File: src/rtl/codificador_pt2262.sv
// PT2262-style trinary serial encoder: 8 address symbols (0/1/F),
// 4 data bits and a sync word per 512-chip frame, repeated in bursts.
//
// Ports:
//   clk        system clock (3 MHz nominal)
//   reset      asynchronous, active-high
//   A_01[7:0]  address bit value per symbol (A_01[0] sent first)
//   A_F[7:0]   address float flags; a set flag sends F for that symbol
//   D[3:0]     data nibble, D[3] sent first
//   send       level request, sampled only on chip ticks
//   cod_o      registered serial output
//   busy       high while a frame is in progress
//   frame_done one-cycle pulse after each frame's last sync chip
//              (present only when ENC_FRAME_DONE_EN is defined)
//
// Parameters:
//   DIV        clk cycles per chip, at least 2
//   MIN_FRAMES minimum frames per request, 1..15

module codificador_pt2262 #(
  parameter int DIV        = 250,
  parameter int MIN_FRAMES = 4
) (
  input  logic       clk,
  input  logic       reset,
  input  logic [7:0] A_01,
  input  logic [7:0] A_F,
  input  logic [3:0] D,
  input  logic       send,
  output logic       cod_o,
`ifdef ENC_FRAME_DONE_EN
  output logic       frame_done,
`endif
  output logic       busy
);

  localparam int PW = (DIV > 1) ? $clog2(DIV) : 1;

  typedef enum logic [1:0] {
    IDLE,
    ADDR,
    DATA,
    SYNC
  } state_t;

  // chip-rate prescaler
  logic [PW-1:0] pre;
  logic          tick;

  // frame sequencing state
  state_t     state, n_state;
  logic [2:0] sym,   n_sym;
  logic [4:0] chip,  n_chip;
  logic [3:0] frames, n_frames;

  // inputs captured at each frame start
  logic [7:0] a01_q, n_a01;
  logic [7:0] af_q,  n_af;
  logic [3:0] d_q,   n_d;

  logic frame_end;
  logic start;
  logic cod_d;

  assign tick = (pre == PW'(DIV - 1));

  // ------------------------------------------------------------
  // State register
  // ------------------------------------------------------------
  always_ff @(posedge clk or posedge reset) begin
    if (reset) begin
      pre    <= '0;
      state  <= IDLE;
      sym    <= '0;
      chip   <= '0;
      frames <= '0;
      a01_q  <= '0;
      af_q   <= '0;
      d_q    <= '0;
      cod_o  <= 1'b0;
    end else begin
      if (tick) begin
        pre <= '0;
      end else begin
        pre <= pre + PW'(1);
      end
      state  <= n_state;
      sym    <= n_sym;
      chip   <= n_chip;
      frames <= n_frames;
      a01_q  <= n_a01;
      af_q   <= n_af;
      d_q    <= n_d;
      if (tick) begin
        cod_o <= cod_d;
      end
    end
  end

`ifdef ENC_FRAME_DONE_EN
  // frame_end is only ever raised on a tick, so this is a
  // single-cycle pulse following that tick edge.
  always_ff @(posedge clk or posedge reset) begin
    if (reset) begin
      frame_done <= 1'b0;
    end else begin
      frame_done <= frame_end;
    end
  end
`endif

  // ------------------------------------------------------------
  // Next-state logic
  // ------------------------------------------------------------
  always_comb begin
    n_state   = state;
    n_sym     = sym;
    n_chip    = chip;
    n_frames  = frames;
    n_a01     = a01_q;
    n_af      = af_q;
    n_d       = d_q;
    frame_end = 1'b0;
    start     = 1'b0;

    if (tick) begin
      unique case (state)
        IDLE: begin
          start = send;
        end
        default: begin
          n_chip = chip + 5'd1;
          if (chip == 5'd31) begin
            unique case (state)
              ADDR: begin
                if (sym == 3'd7) begin
                  n_state = DATA;
                  n_sym   = 3'd3;
                end else begin
                  n_sym = sym + 3'd1;
                end
              end
              DATA: begin
                if (sym == 3'd0) begin
                  n_state = SYNC;
                  n_sym   = 3'd0;
                end else begin
                  n_sym = sym - 3'd1;
                end
              end
              SYNC: begin
                if (sym == 3'd3) begin
                  frame_end = 1'b1;
                end else begin
                  n_sym = sym + 3'd1;
                end
              end
              default: begin
              end
            endcase
          end
        end
      endcase
    end

    // Burst accounting: the count saturates so a held request
    // keeps repeating without overflow.
    if (frame_end) begin
      if (frames < 4'(MIN_FRAMES)) begin
        n_frames = frames + 4'd1;
      end
      if (send || (n_frames < 4'(MIN_FRAMES))) begin
        start = 1'b1;
      end else begin
        n_state  = IDLE;
        n_sym    = 3'd0;
        n_chip   = 5'd0;
        n_frames = 4'd0;
      end
    end

    if (start) begin
      n_state = ADDR;
      n_sym   = 3'd0;
      n_chip  = 5'd0;
      n_a01   = A_01;
      n_af    = A_F;
      n_d     = D;
    end
  end

  // ------------------------------------------------------------
  // Output logic
  // ------------------------------------------------------------
  // cod_d is the level of the chip that the next tick moves into,
  // so cod_o is registered yet aligned with the chip counter.
  always_comb begin
    logic hi_s;
    logic hi_l;
    logic flt;
    logic bv;

    hi_s = (n_chip[3:0] < 4'd4);
    hi_l = (n_chip[3:0] < 4'd12);
    flt  = 1'b0;
    bv   = 1'b0;
    cod_d = 1'b0;

    unique case (n_state)
      IDLE: begin
        cod_d = 1'b0;
      end
      ADDR: begin
        flt = n_af[n_sym];
        bv  = n_a01[n_sym];
        if (flt) begin
          // F: first half like a 0, second half like a 1
          cod_d = n_chip[4] ? hi_l : hi_s;
        end else begin
          cod_d = bv ? hi_l : hi_s;
        end
      end
      DATA: begin
        bv    = n_d[n_sym[1:0]];
        cod_d = bv ? hi_l : hi_s;
      end
      SYNC: begin
        // 4 high chips, then 124 low over the 4 sync words
        cod_d = (n_sym == 3'd0) && (n_chip < 5'd4);
      end
    endcase

    busy = (state != IDLE);
  end

endmodule

File: config.mk
export PLATFORM = sky130hd
export DESIGN_NAME = codificador_pt2262
export DESIGN_NICKNAME = d
export VERILOG_FILES = /design/src/rtl/codificador_pt2262.sv
export SDC_FILE = /design/constraint.sdc
export NUM_CORES = 1
export LEC_CHECK = 0
export CAP_MARGIN = 10
export CORE_MARGIN = 3
export CORE_UTILIZATION = 40
export CTS_BUF_LIST = sky130_fd_sc_hd__clkbuf_16
export DETAILED_ROUTE_END_ITERATION = 10
export REMOVE_ABC_BUFFERS = 1
export SLEW_MARGIN = 15
export SYNTH_ARGS = -nofsm -noshare
export SYNTH_HDL_FRONTEND = slang
export SYNTH_SLANG_ARGS = --single-unit
export TNS_END_PERCENT = 20
File: constraint.sdc
create_clock -name clk -period 2.8 [get_ports clk]
set_input_delay 0.56 -clock clk [delete_from_list [all_inputs] [get_ports clk]]
set_output_delay 0.56 -clock clk [all_outputs]
set_load 0.05 [all_outputs]
# Yosys cells after proc, flatten, opt, wreduce, memory -nomap -nowiden
# Index checks and enable logic that the tools add are counted.
word_totals:
  register_bits: 43
  word_cells: 89
  inputBits: 23
classes:
  reduce_logical: 7
  order_cmp: 7
  addsub: 5
  n_mux: 51
  n_eq_ne: 10
op_table:
  columns: ["cell", "n"]
  rows:
  - ["$mux 3", 9]
  - ["$mux 5", 5]
  - ["$mux 8", 3]
  - ["$mux 1", 16]
  - ["$mux 2", 8]
  - ["$mux 4", 4]
  - ["$lt 4x3->1 const B", 3]
  - ["$pmux 3 s3", 1]
  - ["$add 8x1->8 const B", 1]
  - ["$eq 2x2->1 const B", 4]
  - ["$eq 8x8->1 const B", 1]
  - ["$bmux 1 s3", 2]
  - ["$logic_not 3->1", 2]
  - ["$add 5x1->5 const B", 1]
  - ["$eq 5x5->1 const B", 1]
  - ["$lt 5x3->1 const B", 1]
  - ["$add 4x1->4 const B", 1]
  - ["$eq 2x1->1 const B", 2]
  - ["$logic_not 2->1", 2]
  - ["$lt 3x4->1 const B", 1]
  - ["$lt 4x4->1 const B", 1]
  - ["$pmux 1 s4", 1]
  - ["$pmux 2 s2", 1]
  - ["$add 3x1->3 const B", 1]
  - ["other kinds (8)", 8]

# Longest topological paths before layout
depth:
  depth_word: 17
  ltp_mapped: 12
  mapped_depth_nobuf: 12

# Worst setup path before layout
# OpenSTA, ideal clock, no wires.
synth_path:
  kind: "register to register"
  startpoint: "register chip[0]"
  endpoint: "register cod_o"
  setup_ns: 0.130
  arrival_ns: 2.573
  path_stages_with_launch: 12
  required_time_ns: 2.670
  slack_ns: 0.097
  n_path_buf: 0
  cell_sequence: "dfrtp_1 -> ha_1 -> and3_1 -> ha_1 -> and4b_1 -> o211ai_2 -> o41a_1 -> nand2_2 -> a2111oi_0 -> o311ai_1 -> o2111ai_1 -> a22oi_1"
synth_between:
  elab_chain_len: 12
  word_cells_on_any_way: 46
  cone_classes: "1 x add/sub; 3 x order compare; 4 x eq/ne; 35 x mux; 3 x reduce/logical"
synth_lines:
  columns: ["item", "line", "source"]
  rows:
  - ["start: declaration", "53", "logic [4:0] chip, n_chip;"]
  - ["start signal: assignment", "89", "chip <= n_chip;"]
  - ["parallel branches: the longest is 11 deep, another holds $add 5x1->5", null, null]
  - ["$pmux 1 s4 *", "209", "unique case (n_state)"]
  - ["end signal: assignment", "95", "cod_o <= cod_d;"]
  - ["end: declaration", "30", "output logic cod_o,"]
# Mark *: on every way between the ends. The select of a mux whose other input is x is not followed.
# A chain may end at the register's enable or synchronous reset.

# Worst setup path after layout
layout_path:
  startpoint: "register chip[1]"
  endpoint: "register cod_o"
# Same word-level chain as after synthesis.

==> reports/results.env <==
CORE-AREA_SQ_UM=6096
NETLIST.TOP_CELL.BY_AREA='dfrtp_1'
SETUP.WORST_PATH.END_CLASS='register'
DESIGN.FINAL.NETS=365
TIGHTEST_SLEW_PS=777.7
FLOORPLAN.ROWS=28
CTS_HOLD_BUFFERS=0
DP_HPWL_UM=4578
HOLD_CRIT_DEPTH=1
SYNTH.YOSYS.SEQ_AREA_SHARE_PCT=41.57
MAX_SLEW_MARGIN_PCT=47.83
FINAL-MAX-SLEW-VIOLATION-COUNT=0
YOSYSUNIQUECELLTYPES=63
FIRST_ITER_VIOLATIONS=109
GRT_PASS1_VIAS=2069
GRT_USAGE_PCT=16.78
ROUTE.DETAILED.VIAS_PER_INST=5.466
GRT_UTIL_MET1_PCT=23.00
SETUP-TNS-FINAL_PS=-10.50
FINAL_ANTENNA_NET_COUNT=0
GRT.MET3_USAGE_PCT=2.852
R2R_START='chip[1]'
MIN_DELAY_WORST_ENDPOINT='pre[0]'
LEAKAGE_nW=1.693
NETLIST_TOP_CELLS_AREA='dfrtp_1, mux2_2, ha_1'
ANTENNA_FOUND_INITIAL=0
SYNTH.TOP_CELL.AREA_SHARE_PCT=41.57
SYNTH_AREA_SQ_UM=2589
WORST_PATH_ARRIVAL_PS=2970
HOLD_PATH.CLASS='register to register'
H_TREE_LEVELS=2
VDD.IR_DROP.WORST_mV=0.2754
GLOBALROUTEMET2UTIL_PCT=26.56
CTS.SINKS=43
POSTROUTEWIRELENGTH_UM=6230
DIE_X_UM=86.45
DESIGN.DIE.AREA_SQ_UM=7473
NUMPLACEDINSTANCES=384
CLKTRANSATPATHREGS_PS=60
FINAL_MIN_PERIOD_OVER_CLOCK_PERIOD_PCT=100.4
CTS_TREE='yes'
SETUP_VIOL=1
STDCELL_COUNT=401
SYN-MEAN-INSTANCE-AREA_SQ_UM=10.57
NUMCTSBUFFERS=5
MAXCAPVIOLATIONS=0
SYNTH.FF_LATCH_COUNT=43
R2R-END='cod_o'
SOURCE_TO_SINK_CLOCK_DELAY_AT_THE_LATER_PIN_OF_THE_WORST_SKEW_PAIR_PS=280
POWER.DENSITY_nW_PER_UM2=366.1
SYNTH.YOSYS.WARNINGS=0
OVERFLOW=0
SYNTH-MAIN-FF-CELL='dfrtp_1'
CRITICAL_PATH_PEAK_FANOUT=4
NUMBER_OF_ENABLE_FLIP_FLOP_CELLS_AFTER_SYNTHESIS=0
OUTCOME='finished, violations left'
CLOCK_TREE.BUFFER_DEPTH=2
LAYOUT_CELLS_SIZED_ABOVE_1_PCT=36.20
DRT_FIRST_PASS_ITERS=4
REG2REG_SETUP_SLACK_PS=-10
LAYOUT_MIN_CYCLE_TIME_PS=2810
FINAL.HOLD.WORST_SLACK_PS=497.9
DETAIL_ROUTE.DRC_VIOLATIONS=0
CLOCK-ROOT-BUFFER='clkbuf_16'
GRT_SETUP_UNREPAIRED='yes'
STARTPOINT_TO_ENDPOINT_CLASS_OF_THE_CRITICAL_PATH='register to register'
TOTAL_VIAS_IN_THE_FINAL_ROUTE=2192
TIMING.FINAL.HOLD_VIOLATIONS=0
FINAL_CORE_UTILIZATION_PCT=59.85
SYNTH_ASYNC_SR_FLOP_SHARE_PCT=100.0
POST_DRT_WL_PER_CELL_UM=15.54
N_ANTENNA_CELL=0
GP_CONGESTION=0.8464
CLOCK.FMAX_GHz=0.3558
IO_BUFFER_COUNT=24
GRT_FIRST_PASS_WIRELENGTH_UM=9832
TOP_USAGE_LAYER='met2'
NETLIST_INSTANCES=245
AREA_GROWTH_SYN_TO_LAYOUT_PCT=40.94
SETUP_SLACK_PS=-10.50
CRITPATHLAUNCHTYPE='register'
R2R_CELLS=12
CLOCK_SKEW_PS=8.930
REQUIRED_PS=2960
IOS=25
VIOLATIONS='setup timing'
HOLD_PATH.STARTPOINT='pre[0]'
DIE_H_UM=86.45
LARGEST_NET_DEGREE_AT_THE_START_OF_GLOBAL_ROUTING=25
FLOORPLAN.INITIALDENSITY_PCT=42.47
[through the flow]
step	area, sq um	power (mW)	worst slack [ps]
CTS	3463	1.348	26.05
global placement	3239	0.6874	-178.2
floorplan	2555	0.6454	-204.5
global route	3649	1.377	-147.0
finish	3649	1.336	-10.50
detailed placement	3239	0.6880	-173.0
[synthesized netlist by cell type, drive strengths merged, types with 2 or more instances]
cell	instances
and3	4
mux2i	5
nor2	13
a211oi	3
xor2	3
and2	5
nand4	3
a221o	2
a22oi	4
o21ai	19
o31ai	2
nand2	13
and4	3
o21a	2
dfrtp	43
o311ai	4
or2	2
nor3	5
nor2b	2
o211ai	3
buf	4
nor4	3
inv	20
nand3	13
a31oi	2
nand3b	2
mux2	20
ha	17
a21oi	3
a22o	2
[power breakdown]
| group | internal (mW) | switching (mW) | leakage (nW) | total [mW] |
|---|---|---|---|---|
| clock | 0.420 | 0.239 | 0.0838 | 0.659 |
| sequential | 0.621 | 0 | 0.560 | 0.621 |
| combinational | 0.0331 | 0.0222 | 1.05 | 0.0554 |
| total | 1.07 | 0.261 | 1.69 | 1.34 |
[state kept, by name (all words and copies together) (netlist names)]
| name | cells |
|---|---|
| a01_q | 8 |
| af_q | 8 |
| pre | 8 |
| chip | 5 |
| d_q | 4 |
| frames | 4 |
| sym | 3 |
| state | 2 |
| cod_o | 1 |
[area by class of cell]
class / count / area [sq um]
clock buffer: 5 / 125.1
multi-input combinational: 177 / 1569
fill: 522 / 2447
inverter: 20 / 75.07
sequential: 43 / 1076
tap: 75 / 93.84
timing repair buffer: 78 / 665.6
clock inverter: 3 / 43.79
[cells in the final DEF, fill, tap and decap left out, drive strengths merged, types with 5 or more instances in the layout]
master,n
nand2,13
buf,54
clkbuf,5
mux2,20
nor3,5
and2,5
mux2i,5
ha,17
o21ai,19
inv,19
nor2,13
nand3,13
dfrtp,43
clkdlybuf4s50,24
[how the worst max path moves through the flow]
stage	start	end	slack, ps	cells after the start
2_1_floorplan	chip[0]	cod_o	-200	11
3_3_place_gp	sym[0]	cod_o	-180	8
3_5_place_dp	send	cod_o	-170	10
4_1_cts	chip[0]	cod_o	30	13
5_1_grt	chip[1]	cod_o	-150	12
6_report	chip[1]	cod_o	-10	12
[what timing repair did]
item                       in CTS  in global routing
pin swaps                       4                 13
buffers inserted                3                  6
gates resized for setup         9                 25
setup endpoints to repair       1                  1
[layer usage]
| metal | share of wire (%) | up-vias |
|---|---|---|
| met5 | 0 | - |
| met2 | 48 | 56 |
| met1 | 45 | 1057 |
| li1 | - | 1065 |
| met3 | 3.6 | 14 |
| met4 | 2.8 | 0 |
[critical path, stage by stage (launching register included)]
cell,delay (ps)
dfrtp_1,390
ha_2,200
and3_4,150
ha_4,170
and4b_1,220
o211ai_2,200
buf_4,160
o41ai_4,90
o211ai_1,370
o32ai_2,180
a211oi_2,260
mux2i_1,220
a22oi_1,80
[logic make-up after synthesis]
family | count (synthesis) | share of synthesized area [%]
AND/OR/NAND/NOR | 75 | 17.35
AO/OA/AOI/OAI | 55 | 15.81
flip-flops | 43 | 41.57
multiplexers | 26 | 11.50
buffers and inverters | 25 | 4.205
adder cells (fa/ha/maj) | 17 | 8.216
XOR/XNOR | 4 | 1.354
No activity file was read; power rests on OpenSTA's default activity.
